===== config.mk =====
export PLATFORM = sky130hd
export DESIGN_NAME = adc_capture_ctrl
export DESIGN_NICKNAME = d
export VERILOG_FILES = /design/src/rtl/adc_capture_ctrl.sv
export SDC_FILE = /design/constraint.sdc
export NUM_CORES = 2
export LEC_CHECK = 0
export CELL_PAD_IN_SITES_DETAIL_PLACEMENT = 1
export CELL_PAD_IN_SITES_GLOBAL_PLACEMENT = 1
export CORE_MARGIN = 2
export CORE_UTILIZATION = 56
export CTS_CLUSTER_SIZE = 12
export DETAILED_ROUTE_END_ITERATION = 10
export PLACE_DENSITY_LB_ADDON = 0.05
export SLEW_MARGIN = 30
export SYNTH_ARGS = -nofsm -noshare
export SYNTH_HDL_FRONTEND = slang
export SYNTH_SLANG_ARGS = --single-unit

===== constraint.sdc =====
create_clock -name main_clk -period 6.75 [get_ports main_clk]
set_input_delay 1.0125 -clock main_clk [delete_from_list [all_inputs] [get_ports main_clk]]
set_output_delay 1.0125 -clock main_clk [all_outputs]
set_load 0.01 [all_outputs]

===== src/rtl/adc_capture_ctrl.sv =====
`default_nettype none
// ============================================================================
// Module      : adc_capture_ctrl
// Description : Multi-channel ADC capture controller. It decimates and
//               triggers on a sample stream, fills a per-channel capture
//               buffer, and exposes control, status and readback through an
//               Avalon-MM slave.
// Revision    : 1.0 - initial release
// ============================================================================
module adc_capture_ctrl #(
    parameter int NCH   = 2,
    parameter int DW    = 8,
    parameter int DEPTH = 256
) (
    input  logic                main_clk,
    input  logic                rst,
    input  logic                sample_valid,
    input  logic [NCH*DW-1:0]   adc_data,
    input  logic [4:0]          address,
    input  logic                read,
    input  logic                write,
    input  logic [15:0]         writedata,
    output logic [15:0]         readdata,
    output logic [2*NCH-1:0]    gain_sel,
    output logic                capture_done
);

    localparam int AW = $clog2(DEPTH);

    typedef enum logic [1:0] {
        ST_IDLE    = 2'd0,
        ST_ARMED   = 2'd1,
        ST_CAPTURE = 2'd2,
        ST_DONE    = 2'd3
    } state_t;

    state_t               state_q, state_d;
    logic [AW-1:0]        wr_ptr_q, wr_ptr_d;
    logic                 first_q, first_d;
    logic [DW-1:0]        prev_q, prev_d;
    logic [15:0]          decim_cnt_q, decim_cnt_d;
    logic                 trig_en_q, trig_en_d;
    logic                 trig_fall_q, trig_fall_d;
    logic [DW-1:0]        trig_level_q, trig_level_d;
    logic [7:0]           trig_ch_q, trig_ch_d;
    logic [15:0]          decim_q, decim_d;
    logic [AW-1:0]        rd_ptr_q, rd_ptr_d;
    logic [7:0]           rd_ch_q, rd_ch_d;
    logic [NCH*DW-1:0]    live_q, live_d;
    logic [2*NCH-1:0]     gain_q, gain_d;
    logic [2*NCH-1:0]     gain_sel_q, gain_sel_d;
    logic [15:0]          readdata_q, readdata_d;

    logic                 w_arm;
    logic                 w_abort;
    logic                 w_arm_go;
    logic                 w_accepted;
    logic [15:0]          w_decim_limit;
    logic [DW-1:0]        w_trig_sample;
    logic                 w_trig_hit;
    logic                 w_buf_we;
    logic [AW-1:0]        w_buf_idx;
    logic [DW-1:0]        w_rd_sample;

    logic [DW-1:0]        buf_mem [NCH][DEPTH];

    assign w_arm         = write && (address == 5'd0) && writedata[0];
    assign w_abort       = write && (address == 5'd0) && writedata[1];
    // Arm only takes effect from IDLE/DONE and never together with abort
    assign w_arm_go      = w_arm && !w_abort &&
                           ((state_q == ST_IDLE) || (state_q == ST_DONE));
    assign w_accepted    = sample_valid && (decim_cnt_q == 16'd0);
    assign w_decim_limit = (decim_q <= 16'd1) ? 16'd0 : (decim_q - 16'd1);

    // Select the trigger channel sample; out-of-range channel falls back to 0
    always_comb begin
        w_trig_sample = adc_data[DW-1:0];
        for (int k = 0; k < NCH; k++) begin
            if (trig_ch_q == 8'(k)) begin
                w_trig_sample = adc_data[k*DW +: DW];
            end
        end
        if (trig_fall_q) begin
            w_trig_hit = (prev_q >= trig_level_q) && (trig_level_q > w_trig_sample);
        end else begin
            w_trig_hit = (prev_q < trig_level_q) && (trig_level_q <= w_trig_sample);
        end
    end

    // Capture FSM: next state, write pointer, trigger history, buffer write
    always_comb begin
        state_d   = state_q;
        wr_ptr_d  = wr_ptr_q;
        first_d   = first_q;
        prev_d    = prev_q;
        w_buf_we  = 1'b0;
        w_buf_idx = wr_ptr_q;
        if (w_abort) begin
            state_d = ST_IDLE;
        end else begin
            case (state_q)
                ST_IDLE, ST_DONE: begin
                    if (w_arm) begin
                        state_d  = ST_ARMED;
                        wr_ptr_d = '0;
                        first_d  = 1'b1;
                    end
                end
                ST_ARMED: begin
                    if (w_accepted) begin
                        if (!trig_en_q) begin
                            w_buf_we  = 1'b1;
                            w_buf_idx = '0;
                            wr_ptr_d  = AW'(1);
                            state_d   = ST_CAPTURE;
                        end else begin
                            prev_d  = w_trig_sample;
                            first_d = 1'b0;
                            if (!first_q && w_trig_hit) begin
                                w_buf_we  = 1'b1;
                                w_buf_idx = '0;
                                wr_ptr_d  = AW'(1);
                                state_d   = ST_CAPTURE;
                            end
                        end
                    end
                end
                ST_CAPTURE: begin
                    if (w_accepted) begin
                        w_buf_we  = 1'b1;
                        w_buf_idx = wr_ptr_q;
                        if (wr_ptr_q == AW'(DEPTH-1)) begin
                            state_d = ST_DONE;
                        end else begin
                            wr_ptr_d = wr_ptr_q + AW'(1);
                        end
                    end
                end
                default: state_d = ST_IDLE;
            endcase
        end
    end

    // Register file writes, readback pointer, decimation, live and gain values
    always_comb begin
        trig_en_d    = trig_en_q;
        trig_fall_d  = trig_fall_q;
        trig_level_d = trig_level_q;
        trig_ch_d    = trig_ch_q;
        decim_d      = decim_q;
        rd_ptr_d     = rd_ptr_q;
        rd_ch_d      = rd_ch_q;
        gain_d       = gain_q;
        live_d       = live_q;
        decim_cnt_d  = decim_cnt_q;
        if (write) begin
            case (address)
                5'd0: begin
                    trig_en_d   = writedata[2];
                    trig_fall_d = writedata[3];
                end
                5'd2: trig_level_d = writedata[DW-1:0];
                5'd3: trig_ch_d    = writedata[7:0];
                5'd4: decim_d      = writedata;
                5'd5: rd_ptr_d     = writedata[AW-1:0];
                5'd7: rd_ch_d      = writedata[7:0];
                default: begin
                    for (int k = 0; k < NCH; k++) begin
                        if (address == 5'(16 + k)) begin
                            gain_d[2*k +: 2] = writedata[1:0];
                        end
                    end
                end
            endcase
        end
        if (read && (address == 5'd6)) begin
            rd_ptr_d = rd_ptr_q + AW'(1);
        end
        if (sample_valid) begin
            live_d      = adc_data;
            decim_cnt_d = (decim_cnt_q >= w_decim_limit) ? 16'd0 : (decim_cnt_q + 16'd1);
        end
        if (w_arm_go) begin
            decim_cnt_d = 16'd0;
        end
        for (int k = 0; k < NCH; k++) begin
            gain_sel_d[2*k +: 2] = (gain_q[2*k +: 2] == 2'd3) ? 2'd1 : gain_q[2*k +: 2];
        end
    end

    // Buffer readback source for RD_DATA; channels beyond NCH read as zero
    always_comb begin
        w_rd_sample = '0;
        for (int k = 0; k < NCH; k++) begin
            if (rd_ch_q == 8'(k)) begin
                w_rd_sample = buf_mem[k][rd_ptr_q];
            end
        end
    end

    // Registered read mux; idle cycles return zero
    always_comb begin
        readdata_d = 16'd0;
        if (read) begin
            case (address)
                5'd0: readdata_d[3:2]      = {trig_fall_q, trig_en_q};
                5'd1: readdata_d[2:0]      = {(state_q == ST_DONE), state_q};
                5'd2: readdata_d[DW-1:0]   = trig_level_q;
                5'd3: readdata_d[7:0]      = trig_ch_q;
                5'd4: readdata_d           = decim_q;
                5'd5: readdata_d[AW-1:0]   = rd_ptr_q;
                5'd6: readdata_d[DW-1:0]   = w_rd_sample;
                5'd7: readdata_d[7:0]      = rd_ch_q;
                default: begin
                    for (int k = 0; k < NCH; k++) begin
                        if (address == 5'(8 + k)) begin
                            readdata_d[DW-1:0] = live_q[k*DW +: DW];
                        end
                        if (address == 5'(16 + k)) begin
                            readdata_d[1:0] = gain_q[2*k +: 2];
                        end
                    end
                end
            endcase
        end
    end

    // State and register file flops with asynchronous active-low reset
    always_ff @(posedge main_clk or negedge rst) begin
        if (!rst) begin
            state_q      <= ST_IDLE;
            wr_ptr_q     <= '0;
            first_q      <= 1'b0;
            prev_q       <= '0;
            decim_cnt_q  <= '0;
            trig_en_q    <= 1'b0;
            trig_fall_q  <= 1'b0;
            trig_level_q <= '0;
            trig_ch_q    <= '0;
            decim_q      <= '0;
            rd_ptr_q     <= '0;
            rd_ch_q      <= '0;
            live_q       <= '0;
            gain_q       <= {NCH{2'b01}};
            gain_sel_q   <= {NCH{2'b01}};
            readdata_q   <= '0;
        end else begin
            state_q      <= state_d;
            wr_ptr_q     <= wr_ptr_d;
            first_q      <= first_d;
            prev_q       <= prev_d;
            decim_cnt_q  <= decim_cnt_d;
            trig_en_q    <= trig_en_d;
            trig_fall_q  <= trig_fall_d;
            trig_level_q <= trig_level_d;
            trig_ch_q    <= trig_ch_d;
            decim_q      <= decim_d;
            rd_ptr_q     <= rd_ptr_d;
            rd_ch_q      <= rd_ch_d;
            live_q       <= live_d;
            gain_q       <= gain_d;
            gain_sel_q   <= gain_sel_d;
            readdata_q   <= readdata_d;
        end
    end

    // Capture buffer storage; contents deliberately survive reset and abort
    always_ff @(posedge main_clk) begin
        if (w_buf_we) begin
            for (int k = 0; k < NCH; k++) begin
                buf_mem[k][w_buf_idx] <= adc_data[k*DW +: DW];
            end
        end
    end

    assign readdata     = readdata_q;
    assign gain_sel     = gain_sel_q;
    assign capture_done = (state_q == ST_DONE);

endmodule
`default_nettype wire


==> impl_metrics.yaml <==
clocking:
  clock-sinks: 4221
  tritoncts: "done"
  clock_latency_on_the_worst_skew_pair_ns: 0.98
  postCtsResizedCells: 0
  ctsLongestPathBuffers: 4
  cts.reportedPaths.clkPinSlew_ns: 0.06
  tritoncts.num_buffers: 429
  clk_root_buffer_cell: "sky130_fd_sc_hd__clkbuf_16"
  htreeDepth: 5
route:
  route.detailed.wl_per_inst_um: 41.2
  ant_nets: 0
  drt_first_pass_iters: 5
  drt_iter0_markers: 12500
  routed-wl-met3_um: 57300
  detailed_route_via_count: 86100
  detailed_route_wirelength_on_metal2_um: 238000
  post-route-drc-count: 0
  wirelength_met1_um: 194000
  via_per_inst: 6.89
  dr.max_layer_used: "met5"
  finalWirelength_um: 515000
critical_path:
  timing.critical_path.to_type: "flop"
  worst_r2r_endpoint: "buf_mem[0][2419]"
  criticalPathCategory: "reg -> reg"
  worst_ep_required_ns: 7.47
  rr_worst_depth: 14
  critical_path_maximum_fanout: 12
  worst-r2r-setup-slack_ns: 0.76
  worst_r2r_startpoint: "trig_ch_q[1]"
  crit_path_start_kind: "flop"
  data_arrival_time_of_the_critical_path_ns: 6.71
pwr:
  net_load_switching_power_uw: 19100
  cell_internal_pwr_uw: 46100
  p_clk_share_pct: 33.9
  peakVddDrop_v: 0.000279
  seqPwrFrac_pct: 44.9
  power.leakage_uw: 0.0592
  switching_share_pct: 29.2
  power-per-cell-area_nw_per_um2: 351
  power.share.combinational_pct: 21.2
timing:
  layout_min_cycle_time_ns: 5.99
  timing.max_slew.rel_slack_pct: 24.4
  post_route_setup_tns_ns: 0
  final_report_hold_violation_count: 0
  period_share_pct: 88.8
  grt_setup_unrepaired: "false"
  finalSetupViolCount: 0
  holdWs_ns: 0.350
  worstMarginPinSlew_ns: 1.13
  finalClockSkew_ns: 0.0557
  fmaxAchievable_ghz: 0.167
  timing.final.max_slew_violations: 0
logic_synthesis:
  synth_seq_cells: 4221
  synth_nets: 7836
  postSynth.topFlopCell: "sky130_fd_sc_hd__edfxtp_1"
  seq_area_frac_synth_pct: 76.2
  syn_area_um2: 166000
  async_reset_ff_share_pct: 2.96
  syn_avg_cell_area_um2: 21.3
  yosysWarnings: 0
  synth.lib_cells_used.distinct: 82
  post_synth_inst_count: 7752
  synth-edff-count: 4096
grt:
  largest_net_degree_at_the_start_of_global_routing: 156
  grt_first_pass_wirelength_um: 713000
  grt_antenna_before_repair: 30
  via_count_of_the_first_global_routing_pass: 87000
  grt_usage_pct: 34.6
  sum_of_overflow_across_all_layers_after_global_routing: 0
floorplanning:
  die_height_um: 548
  io-pin-count: 63
  num_rows: 199
  core_footprint_um2: 294000
  die_width_um: 548
  design.die.area_um2: 300000
  starting_density_of_the_core_pct: 56.3
cells_and_area:
  final_cells: 12500
  layout-area-overhead-vs-synth_pct: 12.2
  final_layout_size_suffix_gt1_share_pct: 26.3
  finish.net_count: 8359
run_status:
  status: "completed"
place:
  io_buffer_count: 62
  place_congestion: 0.914
  numPlacedInstances: 11800
  dpl.hpwl_um: 326000
min_path:
  worst_hold_path.endpoint: "buf_mem[0][1926]"
  worstHoldStart: "adc_data[6]"
  hold_path_class: "in -> reg"
  holdPathStages: 1
run:
  cap_viol_max_count: 0
-- how the worst max path moves through the flow --
stage,cells past startpoint,end,slack (ns),start
6_report,14,buf_mem[0][2419],0.76,trig_ch_q[1]
5_1_grt,14,buf_mem[0][2420],0.67,trig_ch_q[1]
4_1_cts,14,buf_mem[0][2420],0.89,trig_ch_q[1]
3_5_place_dp,9,buf_mem[0][3950],0.82,sample_valid
3_3_place_gp,9,buf_mem[0][1399],0.87,sample_valid
2_1_floorplan,13,buf_mem[0][1904],2.00,adc_data[1]
-- cell usage in the layout, fill, tap and decap left out, types with 36 or more instances in the layout --
master / instances
sky130_fd_sc_hd__a211oi_1: 57
sky130_fd_sc_hd__a21oi_1: 130
sky130_fd_sc_hd__a221oi_1: 36
sky130_fd_sc_hd__a22oi_1: 120
sky130_fd_sc_hd__buf_12: 38
sky130_fd_sc_hd__buf_4: 426
sky130_fd_sc_hd__clkbuf_1: 133
sky130_fd_sc_hd__clkbuf_16: 436
sky130_fd_sc_hd__clkdlybuf4s50_1: 45
sky130_fd_sc_hd__clkinv_1: 78
sky130_fd_sc_hd__clkinv_2: 36
sky130_fd_sc_hd__dfrtp_1: 114
sky130_fd_sc_hd__edfxtp_1: 4096
sky130_fd_sc_hd__ha_1: 42
sky130_fd_sc_hd__mux2_2: 90
sky130_fd_sc_hd__mux2i_1: 368
sky130_fd_sc_hd__mux4_2: 950
sky130_fd_sc_hd__nand2_1: 166
sky130_fd_sc_hd__nand3_1: 56
sky130_fd_sc_hd__nor2_1: 232
sky130_fd_sc_hd__nor2_2: 95
sky130_fd_sc_hd__nor3_1: 38
sky130_fd_sc_hd__o21ai_0: 109
sky130_fd_sc_hd__o22ai_1: 90
-- metal layers --
metal  up-vias  GRT usage [%]
li1      33500              -
met1     46300           49.0
met2      5364           52.2
met3       906           8.39
met4        12           14.6
met5         -              0
-- Yosys cell counts (all sizes together) (36+ instances only) --
master,number,area [um2]
dfrtp,121,3030
a22oi,122,926
buf,291,2320
nor2,355,1340
nand3,60,300
mux2,90,1010
mux2i,369,3690
nand2,176,661
nor3,56,280
a221oi,36,315
clkbuf,150,602
nor2b,40,250
ha,42,526
o22ai,90,563
mux4,985,22300
edfxtp,4096,123000
a211oi,60,460
a21oi,133,666
o21ai,114,571
-- cell type report --
class | count | area, um2
tap | 3919 | 4900
timing repair buffer | 534 | 4810
inverter | 29 | 114
antenna | 19 | 47.5
fill | 23600 | 108000
clock buffer | 577 | 11500
sequential | 4221 | 126000
clock inverter | 145 | 1120
multi-input combinational | 3060 | 37100
-- kinds of logic after synthesis --
family	share of synthesized area, %
flip-flops	76.2
multiplexers	16.3
adder cells (fa/ha/maj)	0.318
AO/OA/AOI/OAI	2.91
buffers and inverters	1.84
XOR/XNOR	0.0688
AND/OR/NAND/NOR	2.32
-- metrics by stage --
step                util [%]  power (uW)  setup WS [ns]  cell area (um2)
floorplan                  -       37500           2.00           166000
global placement        58.7       43200          0.872           173000
detailed placement      58.8       43400          0.817           173000
CTS                     63.0       65200          0.888           185000
global route            63.1       66600          0.672           186000
finish                  63.2       65200          0.756           186000
-- state kept, by name, summed over array words and instances, names as in the netlist, 16 cells and up --
name,count
buf_mem,4096
decim_cnt_q,16
decim_q,16
live_q,16
readdata,16
-- power by group through the flow --
| stage | clock, uW | combinational [uW] | sequential, uW |
|---|---|---|---|
| 2_1_floorplan | 0 | 7960 | 29500 |
| 3_3_place_gp | 0 | 13400 | 29800 |
| 3_5_place_dp | 0 | 13600 | 29800 |
| 4_1_cts | 22300 | 13700 | 29300 |
| 5_1_grt | 23200 | 14100 | 29300 |
| 6_report | 22100 | 13800 | 29300 |
-- what timing repair did --
item / CTS / global route
endpoints found under the setup margin: 0 / 0
hold buffers: 0 / 1
endpoints found under the hold margin: 0 / 27
setup buffers: 0 / 0
-- critical path, cell delays in order (launching register included) --
cell and delay (ns):
sky130_fd_sc_hd__dfrtp_1 0.40, sky130_fd_sc_hd__nor4b_1 0.40, sky130_fd_sc_hd__nand2_1 0.31, sky130_fd_sc_hd__buf_4 0.30, sky130_fd_sc_hd__mux2i_1 0.54, sky130_fd_sc_hd__ha_1 0.37, sky130_fd_sc_hd__a21o_1 0.18, sky130_fd_sc_hd__a21o_1 0.16
sky130_fd_sc_hd__a21o_1 0.19, sky130_fd_sc_hd__o21ai_0 0.26, sky130_fd_sc_hd__a211oi_2 0.17, sky130_fd_sc_hd__nor2_4 0.82, sky130_fd_sc_hd__or2_2 0.88, sky130_fd_sc_hd__nor2_1 0.38, sky130_fd_sc_hd__buf_4 0.30
Power figures use the tool's default switching activity.
